===== config.mk =====
export PLATFORM = sky130hd
export DESIGN_NAME = result_digit_splitter_flat
export DESIGN_NICKNAME = d
export VERILOG_FILES = /design/src/rtl/calc_pkg.sv /design/src/rtl/result_digit_splitter_if.sv /design/src/rtl/bcd_digit_adjust.sv /design/src/rtl/result_digit_splitter.sv /design/src/flat_wrapper.sv
export SDC_FILE = /design/constraint.sdc
export NUM_CORES = 1
export LEC_CHECK = 0
export ABC_AREA = 1
export CAP_MARGIN = 5
export CORE_MARGIN = 2
export CORE_UTILIZATION = 45
export CTS_BUF_LIST = sky130_fd_sc_hd__clkbuf_4 sky130_fd_sc_hd__clkbuf_8
export DETAILED_ROUTE_END_ITERATION = 8
export HOLD_SLACK_MARGIN = 0.12
export PLACE_DENSITY = 0.71
export SLEW_MARGIN = 20
export SYNTH_ARGS = -nofsm -noshare
export SYNTH_HDL_FRONTEND = slang
export SYNTH_SLANG_ARGS = --single-unit

===== constraint.sdc =====
create_clock -name clk -period 4.7 [get_ports clk]
set_clock_uncertainty 0.05 [all_clocks]
set_input_delay 1.41 -clock clk [delete_from_list [all_inputs] [get_ports clk]]
set_output_delay 1.41 -clock clk [all_outputs]
set_load 0.05 [all_outputs]

===== src/rtl/calc_pkg.sv =====
// Shared calculator constants and the digit splitter state encoding.
package calc_pkg;

  localparam int RESULT_W = 32;
  localparam logic [3:0] ERR_DIGIT_DEFAULT = 4'hE;
  localparam int MAX_DISPLAY = 9999;
  localparam int BCD_ITER = 14;
  localparam int DIGITS = 4;
  localparam int MAG_W = 14;
  localparam int BCD_W = 4 * DIGITS;

  typedef enum logic [1:0] {
    IDLE,
    CONVERT,
    DONE
  } state_t;

endpackage


===== src/rtl/result_digit_splitter_if.sv =====
// Start/busy/done handshake plus result digits between the arithmetic step and the display.
interface result_digit_splitter_if #(
  parameter int IN_W = 32
);

  logic            start;
  logic [IN_W-1:0] value;
  logic            busy;
  logic            done;
  logic [3:0]      digit0;
  logic [3:0]      digit1;
  logic [3:0]      digit2;
  logic [3:0]      digit3;
  logic            negative;
  logic            overflow;

  modport master (
    output start, value,
    input  busy, done, digit0, digit1, digit2, digit3, negative, overflow
  );

  modport slave (
    input  start, value,
    output busy, done, digit0, digit1, digit2, digit3, negative, overflow
  );

endinterface


===== src/rtl/bcd_digit_adjust.sv =====
// Double-dabble correction for one BCD nibble: add 3 when the nibble is 5 or more.
module bcd_digit_adjust (
  input  logic [3:0] nibble,
  output logic [3:0] adjusted
);

  assign adjusted = (nibble >= 4'd5) ? nibble + 4'd3 : nibble;

endmodule


===== src/rtl/result_digit_splitter.sv =====
// Iterative binary-to-BCD conversion of the signed calculator result into four display digits.
module result_digit_splitter
  import calc_pkg::*;
#(
  parameter int         IN_W      = RESULT_W,
  parameter logic [3:0] ERR_DIGIT = ERR_DIGIT_DEFAULT
) (
  input logic                     clk,
  input logic                     calculator_reset,
  result_digit_splitter_if.slave  bus
);

  localparam logic [3:0] ITER_LAST = 4'(BCD_ITER - 1);

  state_t           state;
  logic [IN_W-1:0]  mag;
  logic [MAG_W-1:0] shift_reg;
  logic [BCD_W-1:0] bcd;
  logic [BCD_W-1:0] bcd_adj;
  logic [BCD_W-1:0] bcd_next;
  logic [3:0]       iter;
  logic             neg;

  // Negating the most negative value wraps back to 2^(IN_W-1), which still reads as too large.
  assign mag = bus.value[IN_W-1] ? (~bus.value) + {{(IN_W-1){1'b0}}, 1'b1} : bus.value;

  for (genvar i = 0; i < DIGITS; i++) begin : g_adj
    bcd_digit_adjust u_adj (
      .nibble   (bcd[4*i +: 4]),
      .adjusted (bcd_adj[4*i +: 4])
    );
  end

  assign bcd_next = {bcd_adj[BCD_W-2:0], shift_reg[MAG_W-1]};

  // NOTE: every register here, including the datapath, is reset so an aborted conversion leaves no residue.
  always_ff @(posedge clk or posedge calculator_reset) begin
    if (calculator_reset) begin
      state        <= IDLE;
      bus.busy     <= 1'b0;
      bus.done     <= 1'b0;
      bus.digit0   <= '0;
      bus.digit1   <= '0;
      bus.digit2   <= '0;
      bus.digit3   <= '0;
      bus.negative <= 1'b0;
      bus.overflow <= 1'b0;
      shift_reg    <= '0;
      bcd          <= '0;
      iter         <= '0;
      neg          <= 1'b0;
    end else begin
      // NOTE: non-blocking throughout so every register sees the pre-edge values.
      bus.done <= 1'b0;
      unique case (state)
        IDLE: begin
          if (bus.start) begin
            neg      <= bus.value[IN_W-1];
            bus.busy <= 1'b1;
            if (mag > IN_W'(MAX_DISPLAY)) begin
              state        <= DONE;
              bus.done     <= 1'b1;
              bus.digit0   <= ERR_DIGIT;
              bus.digit1   <= ERR_DIGIT;
              bus.digit2   <= ERR_DIGIT;
              bus.digit3   <= ERR_DIGIT;
              bus.overflow <= 1'b1;
              bus.negative <= bus.value[IN_W-1];
            end else begin
              shift_reg <= mag[MAG_W-1:0];
              bcd       <= '0;
              iter      <= '0;
              state     <= CONVERT;
            end
          end
        end
        CONVERT: begin
          bcd       <= bcd_next;
          shift_reg <= {shift_reg[MAG_W-2:0], 1'b0};
          iter      <= iter + 4'd1;
          // Outputs are loaded on the final shift so they are already valid while done is high.
          if (iter == ITER_LAST) begin
            state        <= DONE;
            bus.done     <= 1'b1;
            bus.digit0   <= bcd_next[3:0];
            bus.digit1   <= bcd_next[7:4];
            bus.digit2   <= bcd_next[11:8];
            bus.digit3   <= bcd_next[15:12];
            bus.overflow <= 1'b0;
            bus.negative <= neg;
          end
        end
        DONE: begin
          state    <= IDLE;
          bus.busy <= 1'b0;
        end
        default: begin
          state    <= IDLE;
          bus.busy <= 1'b0;
        end
      endcase
    end
  end

endmodule

===== src/flat_wrapper.sv =====
// flat-port wrapper written by rule: the top's interface ports become plain ports
module result_digit_splitter_flat import calc_pkg::*;
#(
  parameter int         IN_W      = RESULT_W,
  parameter logic [3:0] ERR_DIGIT = ERR_DIGIT_DEFAULT
)
  (clk, calculator_reset, bus_start, bus_value, bus_busy, bus_done, bus_digit0, bus_digit1, bus_digit2, bus_digit3, bus_negative, bus_overflow);
  result_digit_splitter_if #(.IN_W(IN_W)) bus_i ();
  input logic clk;
  input logic calculator_reset;
  input wire logic [$bits(bus_i.start)-1:0] bus_start;
  input wire logic [$bits(bus_i.value)-1:0] bus_value;
  output wire logic [$bits(bus_i.busy)-1:0] bus_busy;
  output wire logic [$bits(bus_i.done)-1:0] bus_done;
  output wire logic [$bits(bus_i.digit0)-1:0] bus_digit0;
  output wire logic [$bits(bus_i.digit1)-1:0] bus_digit1;
  output wire logic [$bits(bus_i.digit2)-1:0] bus_digit2;
  output wire logic [$bits(bus_i.digit3)-1:0] bus_digit3;
  output wire logic [$bits(bus_i.negative)-1:0] bus_negative;
  output wire logic [$bits(bus_i.overflow)-1:0] bus_overflow;
  assign bus_i.start = bus_start;
  assign bus_i.value = bus_value;
  assign bus_busy = bus_i.busy;
  assign bus_done = bus_i.done;
  assign bus_digit0 = bus_i.digit0;
  assign bus_digit1 = bus_i.digit1;
  assign bus_digit2 = bus_i.digit2;
  assign bus_digit3 = bus_i.digit3;
  assign bus_negative = bus_i.negative;
  assign bus_overflow = bus_i.overflow;
  result_digit_splitter #(.IN_W(IN_W), .ERR_DIGIT(ERR_DIGIT)) u_core (.clk(clk), .calculator_reset(calculator_reset), .bus(bus_i));
endmodule

==> run summary <==
final setup violation count - 0
ANT cells - 0
flip-flop count of the largest register after layout - 16
routed via count - 3857
fraction of layout cells with a size suffix above 1 - 8.27%
crit path max fanout - 34
P&R area growth vs syn - 18.5%
Worst-Margin Slew - 0.725 ns
Sink Count - 57
sequential fraction of the synthesis area - 35.2%
Routed Wire Length - 9530 µm
CP Data Arrival Time - 3.92 ns
share of flip-flops with an asynchronous set or reset - 100%
Residual DRC - 0
CTS Hold Bufs - 0
CTS root buffer - clkbuf_8
WS Path Type - primary input to flip-flop
Clock Latency Late Sink - 0.34 ns
core area - 8720 µm²
TritonCTS Buffers - 9
Post-Layout Cell Count - 773
startpoint types - primary input
placed cells - 758
area of the multi-input gates - 2240 µm²
grt ovf - 0
DIE WIDTH - 98.9 µm
area of the mapped netlist - 4050 µm²
die span in y - 98.9 µm
H-tree depth - 3
Distinct cells, synth - 35
Post-Route Setup TNS - 0 ns
Ports - 55
fin crit share - 79.7%
Most used DFF post-synth - dfrtp_1
total die area - 9780 µm²
DP HPWL - 7080 µm
syn_nets - 656
Routed Antenna Nets - 0
Syn. warnings - 0
WL/cell - 12.3 µm
status - finished clean
first-pass GRT wire length - 16500 µm
Pleak - 2.39 nW
drt pass-1 iters - 4
number of synthesized flops with an enable pin - 0
Yosys reg bits - 57
vias in the first global route - 3706
vias per std cell - 4.99
# rows - 34
WP data required - 4.88 ns
Peak Freq - 267 MHz
cell count of the worst reg-to-reg path - 8
Setup crit end kind - flip-flop
CTS tree - built
hold path depth - 2
Starting Density - 46.5%
I/O Buffers - 54
largest net degree at the start of global routing - 42
RePlAce Congestion - 0.923
fill cell count - 834
fin crit period - 3.75 ns
postcts setup bufs - 0
relative slew slack - 51.6%
antenna violations before repair - 0
Final Max Tran Viols - 0
CTS-repair resized insts - 0
FF+latch area - 1430 µm²
initial DRC count - 208
maximum capacitance violations - 0
Fin. Hold Viols - 0
RSZ-0062 raised after global routing - no
worst vdd ir - 0.120 mV
final net count - 707
Avg Inst Size Synth - 6.64 µm²
PD cells - 268 nW/µm²
All-Layer GR Usage - 20.4%
Clk pin slew, worst setup/hold paths - 0.06 ns
hold crit path type - flip-flop to flip-flop
Synth Instances - 610
CTS Buffer Depth - 2
worst max-delay path, cell delays in order:
cell             delay [ns]
clkdlybuf4s50_1        0.47
nor2_1                 0.26
nand2_1                0.12
nor2_1                 0.11
nand3_1                0.17
nand2_1                0.14
nand2_1                0.06
nand2_1                0.06
nand2_1                0.06
nor2_1                 0.12
nand2_1                0.08
nor2_2                 0.12
nand3_2                0.13
nand2_4                0.18
nand2_4                0.25
nand2_1                0.14
nand2_1                0.06
cell usage in the layout, fill, tap and decap left out, drive strengths merged, types with 2 or more instances in the layout:
| master | synthesis | layout |
|---|---|---|
| a21oi | 10 | 10 |
| and2 | 2 | 2 |
| buf | 10 | 5 |
| clkbuf | 9 | 9 |
| clkdlybuf4s50 | 0 | 54 |
| clkinv | 0 | 3 |
| clkinvlp | 0 | 2 |
| dfrtp | 57 | 57 |
| ha | 11 | 11 |
| inv | 64 | 64 |
| nand2 | 239 | 239 |
| nand3 | 70 | 70 |
| nand4 | 7 | 7 |
| nor2 | 61 | 61 |
| nor3 | 3 | 3 |
| o21ai | 29 | 29 |
| or2 | 13 | 13 |
| xnor2 | 4 | 4 |
| xor2 | 15 | 15 |
per-stage QoR:
| stage | util (%) | hold slack (ns) | setup WS [ns] | area [µm²] | power, mW |
|---|---|---|---|---|---|
| detailed placement | 53.0 | 0.409 | 0.627 | 4620 | 0.864 |
| global placement | 53.0 | 0.405 | 0.620 | 4620 | 0.859 |
| CTS | 55.1 | 0.425 | 0.969 | 4800 | 1.29 |
| finish | 55.1 | 0.421 | 0.955 | 4800 | 1.29 |
| floorplan | - | 0.392 | 1.50 | 4050 | 0.763 |
| global route | 55.1 | 0.444 | 0.622 | 4800 | 1.36 |
per-layer routing:
metal	track usage [%]	part of all wire, %
met4	8.54	2.3
met3	2.98	3.5
met1	25.7	46
met2	35.1	48
met5	0	0
worst paths after layout:
path | endpoint | slack [ns] | startpoint
worst max-delay path | u_core.bcd[6] | 0.95 | bus_value[21]
min in group asynchronous | u_core.bcd[2] | 1.46 | calculator_reset
worst max register to register | u_core.bus.digit1[2] | 2.53 | u_core.state[0]
worst min-delay path | u_core.shift_reg[13] | 0.42 | u_core.shift_reg[13]
worst min register to register | u_core.shift_reg[13] | 0.42 | u_core.shift_reg[13]
max in group asynchronous | u_core.bus.digit0[0] | 2.36 | calculator_reset
synthesized netlist by cell type, types with 2 or more instances:
master / n / area share, %
nand2_1: 233 / 22
nand3_1: 68 / 8.4
inv_1: 61 / 5.6
dfrtp_1: 57 / 35
nor2_1: 55 / 5.1
o21ai_0: 23 / 2.8
xor2_1: 15 / 3.2
or2_2: 13 / 2.0
ha_1: 11 / 3.4
a21oi_1: 9 / 1.1
clkbuf_1: 8 / 0.74
nand4_1: 7 / 1.1
buf_6: 6 / 1.7
nor2_2: 5 / 0.77
nand2_2: 4 / 0.62
o21ai_1: 4 / 0.49
xnor2_1: 4 / 0.86
inv_2: 3 / 0.28
nor3_1: 3 / 0.37
and2_1: 2 / 0.31
buf_2: 2 / 0.25
nand2_4: 2 / 0.56
nand3_2: 2 / 0.49
o21ai_2: 2 / 0.43
area by class of cell:
cell class	count	share of cell area [%]
Clock inverter	6	1.25
Tap cell	108	2.81
Clock buffer	9	2.58
Multi-Input combinational cell	470	46.6
Sequential cell	57	29.7
Inverter	64	5.00
Timing Repair Buffer	59	12.0
where the power goes:
group,switching (mW),internal [mW]
Clock,0.195,0.238
Combinational,0.184,0.106
Sequential,0.0268,0.537
Total,0.406,0.881
logic make-up after synthesis:
kind of cell	after synthesis	share of synthesized area, %
AND/OR/NAND/NOR	396	41.7
buffers and inverters	83	9.60
adder cells (fa/ha/maj)	11	3.40
AO/OA/AOI/OAI	44	5.96
flip-flops	57	35.2
XOR/XNOR	19	4.11
No activity file was read; power rests on OpenSTA's default activity.
